`src/rtl/counter.sv`:
```
// ---------------------------------------------------------------------------
// counter -- gated rising-edge counter, core of the lab frequency counter.
//
// The signal under measurement drives `clock`; `reset` doubles as the gate.
// While the gate is low the count and overflow flag are cleared and held at
// zero (asynchronously). While the gate is high every rising clock edge adds
// one to the count, so the value at the end of a gate of length T is f*T.
// The count saturates at 2^WIDTH-1 instead of wrapping, and the sticky
// `overflow` flag records that saturation happened during this window.
//
// Ports:
//   reset    in   1      async active-low clear / measurement gate
//   clock    in   1      signal under measurement, rising edges counted
//   countOut out  WIDTH  running edge count since gate opened (unsigned)
//   overflow out  1      sticky: set once the count has saturated
// ---------------------------------------------------------------------------
module counter #(
   parameter int WIDTH = 32
) (
   input  logic             reset,
   input  logic             clock,
   output logic [WIDTH-1:0] countOut,
   output logic             overflow
);

   logic [WIDTH-1:0] count_q;
   logic [WIDTH-1:0] count_d;
   logic             ovf_q;
   logic             ovf_d;

   // Saturating increment: an all-ones count stays all-ones.
   function automatic logic [WIDTH-1:0] sat_inc(input logic [WIDTH-1:0] v);
      if (&v) begin
         return v;
      end
      return v + {{(WIDTH-1){1'b0}}, 1'b1};
   endfunction

   // Next-state: the edge that would wrap the count raises overflow instead.
   always_comb begin
      count_d = sat_inc(count_q);
      ovf_d   = ovf_q | (&count_q);
   end

   // Count and flag clear immediately when the gate closes; the gate is the
   // reset, so the data path is cleared along with the control flag.
   always_ff @(posedge clock or negedge reset) begin
      if (!reset) begin
         count_q <= '0;
         ovf_q   <= 1'b0;
      end else begin
         count_q <= count_d;
         ovf_q   <= ovf_d;
      end
   end

   assign countOut = count_q;
   assign overflow = ovf_q;

endmodule

```
`config.mk`:
```
export PLATFORM = sky130hd
export DESIGN_NAME = counter
export DESIGN_NICKNAME = d
export VERILOG_FILES = /design/src/rtl/counter.sv
export SDC_FILE = /design/constraint.sdc
export NUM_CORES = 1
export LEC_CHECK = 0
export CAP_MARGIN = 20
export CORE_MARGIN = 1
export CORE_UTILIZATION = 53
export DETAILED_ROUTE_END_ITERATION = 6
export PLACE_DENSITY_LB_ADDON = 0.12
export SYNTH_ARGS = -nofsm -noshare
export SYNTH_HDL_FRONTEND = slang
export SYNTH_SLANG_ARGS = --single-unit
```
`constraint.sdc`:
```
create_clock -name clock -period 4.1 [get_ports clock]
set_input_delay 0.41 -clock clock [delete_from_list [all_inputs] [get_ports clock]]
set_output_delay 0.41 -clock clock [all_outputs]
set_load 0.05 [all_outputs]
```
==> qor.csv, run 1 <==
stage;metric;value;unit
power_and_ir_drop;Clk pwr share;35.3;%
die;Die H;56.8;um
die;die width;56.8;um
place;Port Buf Inserts;34;
finish;Register Area;826;um2
yosys;synth top area cells;dfrtp_1 52%, xnor2_1 10%, nand3_1 5.0%;
sta;sum of negative setup slack;0;ns
finish;most common cell after layout, fill and taps aside;clkdlybuf4s50_1;
detailed_routing;routed len/inst;15.8;um
sta;Worst slew margin;51.4;%
yosys;Cell Area, Synth;0.00159;mm2
finish;post-route cell area;0.00202;mm2
clock_network;Clock Sinks;33;
sta;final worst-path setup slack;2.05;ns
power_and_ir_drop;Switching Share;20.8;%
die;Core ar.;0.00281;mm2
clock_network;CTS tree;done;
yosys;FF+latch count, synth;33;
detailed_routing;Final ANT Viol Nets;0;
place;placed standard-cell area;0.00197;mm2
yosys;ys flop type;dfrtp_1;
sta;hold slack final;0.474;ns
run_status;failing checks;design-rule violations;
grt;first-pass GRT wire length;5740;um
die;row count;19;
finish;synthesis-to-layout area growth;27.2;%
die;DIE AREA;0.00322;mm2
sta;Final Hold Viols;0;
detailed_routing;vias;1272;
clock_network;Resized cells post-CTS;0;
finish;final-stage net count;187;
place;routability cong.;0.870;
power_and_ir_drop;Pleak;0.872;nW
sta;RSZ-0062 raised after global routing;false;
sta;max frequency;488;MHz
clock_network;clock buffer depth;2;
power_and_ir_drop;Max IR drop VDD;0.181;mV
grt;via count of the first global-routing pass;1221;
detailed_routing;drt total wl;3400;um
power_and_ir_drop;combinational power share;1.5;%
finish;share of layout cells above drive strength 1;8.15;%
setup_path;CP max FO;9;
place;Placement Setup Slack;2.09;ns
sta;fin crit share;50.0;%
grt;Tot GR Track Use;23.9;%
clock_network;hold_buf cts;0;
sta;fin crit period;2.05;ns
setup_path;WP data required;4.32;ns
sta;worst-margin pin slew;0.726;ns
finish;FILL cells;224;
yosys;Syn. warnings;0;
yosys;Syn Area/Cell;11.0;um2
sta;final setup violation count;0;
detailed_routing;DR pass1 iterations;6;
finish;most frequent cells in the layout;34 x clkdlybuf4s50_1, 33 x dfrtp_1, 19 x xnor2_1, 16 x nand3_1, 11 x nand2_1;
yosys;Post-Syn Instances;144;
sta;Setup Skew;0.00640;ns
setup_path;Critical Path End Type;register;
yosys;Post-Syn Nets;147;
setup_path;CP Class;reg2reg;
run_status;status;finished with violations;
grt;largest net degree at the start of global routing;19;
grt;GRT Residual Overflow;0;
sta;Final Max Slew Viols;0;
clock_network;CTS Root Cell;clkbuf_4;
die;Initial Util;56.7;%
power_and_ir_drop;share of power burned in registers;63.2;%
grt;antenna violations before repair;0;
yosys;Synth cell types;30;
run;MaxCap Viol Count;0;
place;post-DP HPWL;2490;um
setup_path;Critical Path AT;2.27;ns
yosys;Synth top area share;51.9;%
finish;antenna cells;0;
detailed_routing;Vias/cell;5.92;
yosys;cell accounting for the most synthesized area;dfrtp_1;
detailed_routing;DRC Markers;5;
setup_path;CP Launch Type;register;
detailed_routing;DR iter-0 viols;40;
worst_hold_path;Hold WC Path Type;reg2reg;
power_and_ir_drop;PwrDens;254;mW/mm2
yosys;sequential share of the synthesized area;51.9;%
clock_network;CTS buffer count;5;
yosys;Async S/R FF share, synth;100;%
finish;area of the multi-input gates;756;um2
yosys;number of synthesized flops with an enable pin;0;
clock_network;Worst-Skew Late Latency;0.33;ns
power_and_ir_drop;Pint;0.407;mW
die;Ports;35;
clock_network;Post-CTS Setup Bufs;0;
power_and_ir_drop;Sw Pwr;0.107;mW
clock_network;clock slew at reported path FFs;0.09;ns
clock_network;H-tree levels;2;
-- cells by family after synthesis --
logic type,share of synthesized area [%]
and+or+nand+nor,26.6
buffers and inverters,0.550
adders and majority gates,0.787
AOI/OAI and AO/OA,5.59
muxes,1.34
xor gates and xnor gates,13.2
DFF,51.9
-- final cells by class --
class / instances / area share [%]
Tap cell: 31 / 1.92
Multi-Input combinational cell: 109 / 37.4
Timing Repair Buffer: 35 / 17.2
Sequential cell: 33 / 40.8
Clock buffer: 7 / 2.72
-- worst paths after layout --
kind                           endpoint  slack, ns  cells past startpoint   startpoint
max in group asynchronous  countOut[28]       2.88                      2        reset
min                            overflow       0.47                      1     overflow
min in group asynchronous   countOut[1]       0.50                      1        reset
min reg2reg                    overflow       0.47                      1     overflow
max reg2reg                countOut[27]       2.05                      5  countOut[6]
max                        countOut[27]       2.05                      5  countOut[6]
-- flip-flops by register name, summed over array words and instances, names as in the netlist --
| name | cells |
|---|---|
| countOut | 32 |
| overflow | 1 |
-- critical path: stages (launching register included) --
cell	delay, ns
dfrtp_1	0.43
nand3_1	0.25
or3_1	0.54
nor3_4	0.39
nand3_1	0.16
xnor2_1	0.16
-- metal layers --
metal / GRT usage, % / wire length [um] / part of all wire (%)
met1: 32.6 / 1610 / 47
met2: 35.5 / 1540 / 45
met3: 7.83 / 199 / 5.9
met4: 9.41 / 50 / 1.5
met5: 0 / 0 / 0
-- cell usage after synthesis, types with 2 or more instances --
library cell / number
nor4_4: 2
a21oi_1: 5
nor2_1: 6
dfrtp_1: 33
xor2_1: 5
nor3_1: 3
nand2_1: 11
nand3_1: 16
xnor2_1: 19
a31oi_1: 7
and3_1: 6
and4_1: 3
nand4_1: 8
or3_1: 3
nand3_2: 2
-- through the flow --
step,std cells,util [%],total power [mW]
2_1_floorplan,144,-,0.332
3_3_place_gp,208,70.2,0.340
3_5_place_dp,208,70.2,0.340
4_1_cts,215,72.1,0.522
5_1_grt,215,72.1,0.531
6_report,215,72.1,0.515
-- power by group through the flow --
stage	Sequential, mW	Combinational, mW	Clock [mW]
floorplan	0.332	0.000000274	0
global placement	0.332	0.00790	0
detailed placement	0.332	0.00808	0
CTS	0.325	0.00808	0.189
global route	0.325	0.00933	0.197
finish	0.325	0.00776	0.182
Power figures use the tool's default switching activity.
==> inputs of run 2 (changes only) <==
- CORE_UTILIZATION: 53 -> 49
- clock period: 4.1 -> 2.2 ns (I/O delays scaled with it)
==> run 2 against run 1 <==
Effect of this change: clock-buffer cell count is the same; power grew 96%; the flow now finishes without violations; critical path depth is 1 higher; die area increased by 7.9%; core utilization down 4.6 points; final cell count is 7.4% higher; clock power is 110% higher; largest power group unchanged; fmax grew 2.8%; flip-flop and latch count is the same; hold slack lost 0.21 ns; first-iteration DRC count increased by 10%; combinational power is 80% higher.
==> qor.csv, run 2 (synthesis results as in run 1) <==
stage;metric;value;unit
run_status;status;finished clean;
sta;fin crit share;90.7;%
power_and_ir_drop;Pint;0.794;mW
detailed_routing;vias;1247;
run;MaxCap Viol Count;0;
clock_network;Clock Sinks;33;
finish;non-filler cells, final;231;
clock_network;Worst-Skew Late Latency;0.34;ns
sta;Final Hold Viols;0;
power_and_ir_drop;PwrDens;485;mW/mm2
die;Initial Util;51.7;%
clock_network;Post-CTS Setup Bufs;0;
setup_path;delay of the slowest critical-path stage;0.44;ns
sta;max frequency;501;MHz
clock_network;clock buffer depth;2;
setup_path;CP cell instances;ha_1, nand3_1, nor4_4, nand2_1, and4bb_2, xor2_1;
setup_path;Buf/Inv on CP;0;
clock_network;clock slew at reported path FFs;0.10;ns
die;Die H;59.0;um
detailed_routing;DR iter-0 viols;44;
detailed_routing;DRC Markers;0;
detailed_routing;routed len/inst;14.6;um
detailed_routing;Final ANT Viol Nets;0;
power_and_ir_drop;Max IR drop VDD;0.326;mV
setup_path;WP data required;2.45;ns
place;placed standard-cell area;0.00200;mm2
sta;sum of negative setup slack;0;ns
grt;first-pass GRT wire length;5700;um
setup_path;CP max FO;5;
finish;share of layout cells above drive strength 1;10.2;%
power_and_ir_drop;Pleak;0.910;nW
sta;RSZ-0062 raised after global routing;false;
finish;antenna cells;0;
finish;Final Util;67.5;%
sta;final setup violation count;0;
setup_path;CP Class;reg2reg;
setup_path;CP delay by family, top;simple AND/OR/NAND/NOR gates;
place;post-DP HPWL;2470;um
setup_path;Critical Path End Type;register;
power_and_ir_drop;Switching Share;21.2;%
grt;GRT Residual Overflow;0;
grt;largest net degree at the start of global routing;34;
sta;Worst slew margin;65.9;%
clock_network;H-tree levels;2;
detailed_routing;DR pass1 iterations;4;
finish;synthesis-to-layout area growth;30.7;%
clock_network;CTS Root Cell;clkbuf_4;
finish;post-route cell area;0.00208;mm2
sta;fin crit period;1.99;ns
detailed_routing;drt total wl;3360;um
finish;most common cell after layout, fill and taps aside;clkdlybuf4s50_1;
clock_network;hold_buf cts;0;
clock_network;Resized cells post-CTS;0;
setup_path;Critical Path AT;2.25;ns
finish;final-stage net count;189;
die;Ports;35;
setup_path;CP Launch Type;register;
grt;antenna violations before repair;0;
setup_path;CP max-delay cell;dfrtp_1;
sta;worst-margin pin slew;0.509;ns
finish;most frequent cells in the layout;34 x clkdlybuf4s50_1, 33 x dfrtp_1, 19 x xnor2_1, 16 x nand3_1, 11 x nand2_1;
worst_hold_path;Hold WC Path Type;in2async;
finish;Largest register FFs;32;
die;Core ar.;0.00308;mm2
place;routability cong.;0.830;
grt;via count of the first global-routing pass;1207;
grt;Tot GR Track Use;22.5;%
power_and_ir_drop;Sw Pwr;0.214;mW
place;Port Buf Inserts;34;
clock_network;CTS buffer count;5;
power_and_ir_drop;combinational power share;1.4;%
die;row count;20;
power_and_ir_drop;Clk pwr share;38.5;%
place;Cells after DPL;223;
power_and_ir_drop;share of power burned in registers;60.1;%
clock_network;CTS tree;done;
sta;Setup Skew;0.00670;ns
finish;FILL cells;256;
detailed_routing;Vias/cell;5.40;
die;DIE AREA;0.00348;mm2
sta;Final Max Slew Viols;0;
die;die width;59.0;um
==> run 2: cell types whose count changed in the layout (fill, tap and decap cells not counted), sizes merged <==
cell	previous run	this run
clkinv	0	1
buf	1	3
==> run 2: stage by stage <==
step	setup slack (ns)	power [mW]	hold WS (ns)
after CTS	0.130	1.02	0.277
after floorplan	0.0122	0.618	-0.0756
after global routing	0.0604	1.05	0.306
after global placement	0.198	0.633	0.453
after detailed placement	0.183	0.633	0.464
final	0.206	1.01	0.269
==> run 2: layout make-up <==
type | count | area (um2) | area share (%)
clock buffer | 7 | 65.1 | 3.13
clock inverter | 1 | 5.00 | 0.241
multi-input combinational | 109 | 764 | 36.8
sequential | 33 | 826 | 39.7
tap | 44 | 55.1 | 2.65
timing repair buffer | 37 | 363 | 17.5
==> run 2: final timing paths <==
kind	endpoint	cells past startpoint	slack, ns	from
worst max-delay path	countOut[30]	6	0.21	countOut[0]
worst min-delay path	countOut[22]	2	0.27	reset
worst max register to register	countOut[30]	6	0.21	countOut[0]
worst min register to register	overflow	1	0.48	overflow
max in group asynchronous	countOut[30]	2	1.63	reset
min in group clock	overflow	1	0.48	overflow
==> run 2: routing by layer <==
| layer | share of wire [%] | up-vias | GRT usage (%) |
|---|---|---|---|
| met5 | 0 | - | 0 |
| met4 | 1.2 | 0 | 8.16 |
| met3 | 3.3 | 4 | 6.55 |
| met2 | 45 | 24 | 33.8 |
| met1 | 50 | 610 | 31.0 |
| li1 | - | 609 | - |
==> run 2: power groups by stage <==
stage / Clock [mW] / Sequential [mW] / Combinational [mW]
after detailed placement: 0 / 0.618 / 0.0151
after floorplan: 0 / 0.618 / 0.000000274
after CTS: 0.398 / 0.606 / 0.0151
final: 0.388 / 0.606 / 0.0140
after global placement: 0 / 0.618 / 0.0149
after global routing: 0.429 / 0.606 / 0.0170
==> run 2: worst reg2reg max path: cells and delay by family (launching register included) <==
| family | cells | cell delay, ns |
|---|---|---|
| adder cells (fa/ha/maj) | 1 | 0.22 |
| XOR/XNOR | 1 | 0.16 |
| AND/OR/NAND/NOR | 4 | 1.09 |
| flip-flops | 1 | 0.44 |
==> inputs of run 3 (changes only) <==
--- a/config.mk
+++ b/config.mk
@@ -8,3 +8,3 @@
 export CAP_MARGIN = 20
-export CORE_MARGIN = 1
+export CORE_MARGIN = 2
 export CORE_UTILIZATION = 49
--- a/constraint.sdc
+++ b/constraint.sdc
@@ -3,2 +3,2 @@
 set_output_delay 0.22 -clock clock [all_outputs]
-set_load 0.05 [all_outputs]
+set_load 0.02 [all_outputs]
==> run 3 against run 2 <==
Effect of this change: non-clock buffer count is the same; sequential power is essentially flat; wire length shrank 1.2%; sequential share of layout area is essentially flat; flip-flop and latch count is the same; power shrank 0.51%; via count grew 1.8%; first-iteration DRC count grew 4.5%; clock-buffer cell count is the same; largest cell class unchanged; largest power group unchanged.
==> qor.csv, run 3 (synthesis results as in run 1) <==
stage;metric;value;unit
die;row count;20;
place;Port Buf Inserts;34;
detailed_routing;DRC Markers;0;
finish;FILL cells;246;
setup_path;CP startpoint;countOut[0];
worst_hold_path;Hold WC Path Type;in2async;
setup_path;Buf/Inv on CP;0;
setup_path;CP Launch Type;register;
power_and_ir_drop;Clk pwr share;38.2;%
setup_path;CP max-delay cell;dfrtp_1;
setup_path;Critical Path AT;2.26;ns
grt;GRT Residual Overflow;0;
power_and_ir_drop;Pint;0.794;mW
finish;most frequent cells in the layout;34 x clkdlybuf4s50_1, 33 x dfrtp_1, 19 x xnor2_1, 16 x nand3_1, 10 x nand2_1;
sta;final worst-path setup slack;0.167;ns
detailed_routing;Final ANT Viol Nets;0;
power_and_ir_drop;share of power burned in registers;60.4;%
power_and_ir_drop;Switching Share;20.8;%
grt;largest net degree at the start of global routing;34;
clock_network;Worst-Skew Late Latency;0.33;ns
setup_path;reg2reg end;countOut[1];
detailed_routing;routed len/inst;14.4;um
detailed_routing;Vias/cell;5.49;
sta;RSZ-0062 raised after global routing;false;
die;Ports;35;
place;post-DP HPWL;2460;um
setup_path;CP max FO;8;
power_and_ir_drop;Sw Pwr;0.209;mW
sta;Final Max Slew Viols;0;
power_and_ir_drop;Max IR drop VDD;0.308;mV
finish;Largest register FFs;32;
detailed_routing;vias;1269;
power_and_ir_drop;PwrDens;482;mW/mm2
clock_network;Clock Sinks;33;
die;Die H;61.0;um
setup_path;CP endpoint;countOut[1];
die;Core ar.;0.00308;mm2
finish;area of the multi-input gates;767;um2
sta;Setup Skew;0.00453;ns
die;die width;61.0;um
sta;Worst slew margin;66.9;%
setup_path;WP data required;2.43;ns
clock_network;CTS tree;done;
setup_path;CP delay by family, top;simple AND/OR/NAND/NOR gates;
setup_path;Critical Path End Type;register;
place;routability cong.;0.839;
finish;Register Area;826;um2
sta;fin crit period;2.03;ns
grt;antenna violations before repair;0;
sta;worst-margin pin slew;0.494;ns
sta;max frequency;492;MHz
finish;final-stage net count;189;
run_status;status;finished clean;
grt;via count of the first global-routing pass;1247;
clock_network;CTS buffer count;5;
setup_path;Worst R2R Path Depth;5;
finish;antenna cells;0;
die;DIE AREA;0.00372;mm2
sta;final setup violation count;0;
run;MaxCap Viol Count;0;
grt;first-pass GRT wire length;5640;um
finish;share of layout cells above drive strength 1;10.7;%
clock_network;clock slew at reported path FFs;0.10;ns
setup_path;delay of the slowest critical-path stage;0.46;ns
clock_network;H-tree levels;2;
setup_path;CP cell instances;ha_1, nand3_1, nor4_4, nand3_2, mux2_2;
sta;sum of negative setup slack;0;ns
clock_network;CTS Root Cell;clkbuf_4;
clock_network;clock buffer depth;2;
clock_network;hold_buf cts;0;
place;Cells after DPL;223;
die;Initial Util;51.7;%
finish;synthesis-to-layout area growth;30.8;%
detailed_routing;drt total wl;3320;um
setup_path;CP Class;reg2reg;
setup_path;worst reg2reg path startpoint;countOut[0];
power_and_ir_drop;combinational power share;1.4;%
grt;Tot GR Track Use;20.9;%
setup_path;cell count along the critical path;5;
sta;Final Hold Viols;0;
place;Placement Setup Slack;0.158;ns
detailed_routing;DR iter-0 viols;46;
finish;non-filler cells, final;231;
detailed_routing;DR pass1 iterations;4;
sta;fin crit share;92.4;%
power_and_ir_drop;Pleak;0.911;nW
finish;most common cell after layout, fill and taps aside;clkdlybuf4s50_1;
setup_path;internal reg-to-reg setup slack;0.17;ns
-- run 3: final cells by class --
cell class	instances	share of cell area (%)
multi-input combinational	109	36.9
clock buffer	7	3.13
timing repair buffer	37	17.4
tap	44	2.65
sequential	33	39.7
clock inverter	1	0.241
-- run 3: worst register-to-register path: stages, from the launching register on --
cell	delay (ns)
dfrtp_1	0.46
ha_1	0.23
nand3_1	0.19
nor4_4	0.44
nand3_2	0.27
mux2_2	0.34
-- run 3: how the worst min path moves through the flow --
stage | slack, ns | endpoint
after global routing | 0.33 | countOut[19]
after CTS | 0.30 | countOut[21]
final | 0.28 | countOut[12]
after detailed placement | 0.46 | overflow
after floorplan | -0.08 | countOut[0]
after global placement | 0.45 | overflow
-- run 3: power groups by stage --
stage	Clock (mW)	Sequential (mW)	Combinational, mW
3_5_place_dp	0	0.618	0.0151
6_report	0.383	0.606	0.0140
5_1_grt	0.411	0.606	0.0170
2_1_floorplan	0	0.618	0.000000274
4_1_cts	0.392	0.606	0.0152
3_3_place_gp	0	0.618	0.0149
-- run 3: repair_timing --
action / CTS / global route
endpoints found under the hold margin: 0 / 0
resized for setup: 0 / 2
endpoints found under the setup margin: 0 / 1
buffers inserted: 0 / 0
-- run 3: layer usage --
layer | track usage, % | vias up | part of all wire, %
met2 | 32.6 | 31 | 46
met3 | 5.54 | 12 | 5.1
met1 | 27.0 | 619 | 47
met5 | 0 | - | 0
li1 | - | 607 | -
met4 | 10.2 | 0 | 2.3
-- run 3: per-stage QoR --
stage                     power, mW  hold slack (ns)  utilization (%)  cell area, um2
final                          1.00            0.280             67.6            2080
after global routing           1.03            0.332             67.6            2080
after floorplan               0.618          -0.0756                -            1590
after CTS                      1.01            0.295             67.2            2070
after detailed placement      0.633            0.455             65.0            2000
after global placement        0.633            0.453             65.0            2000
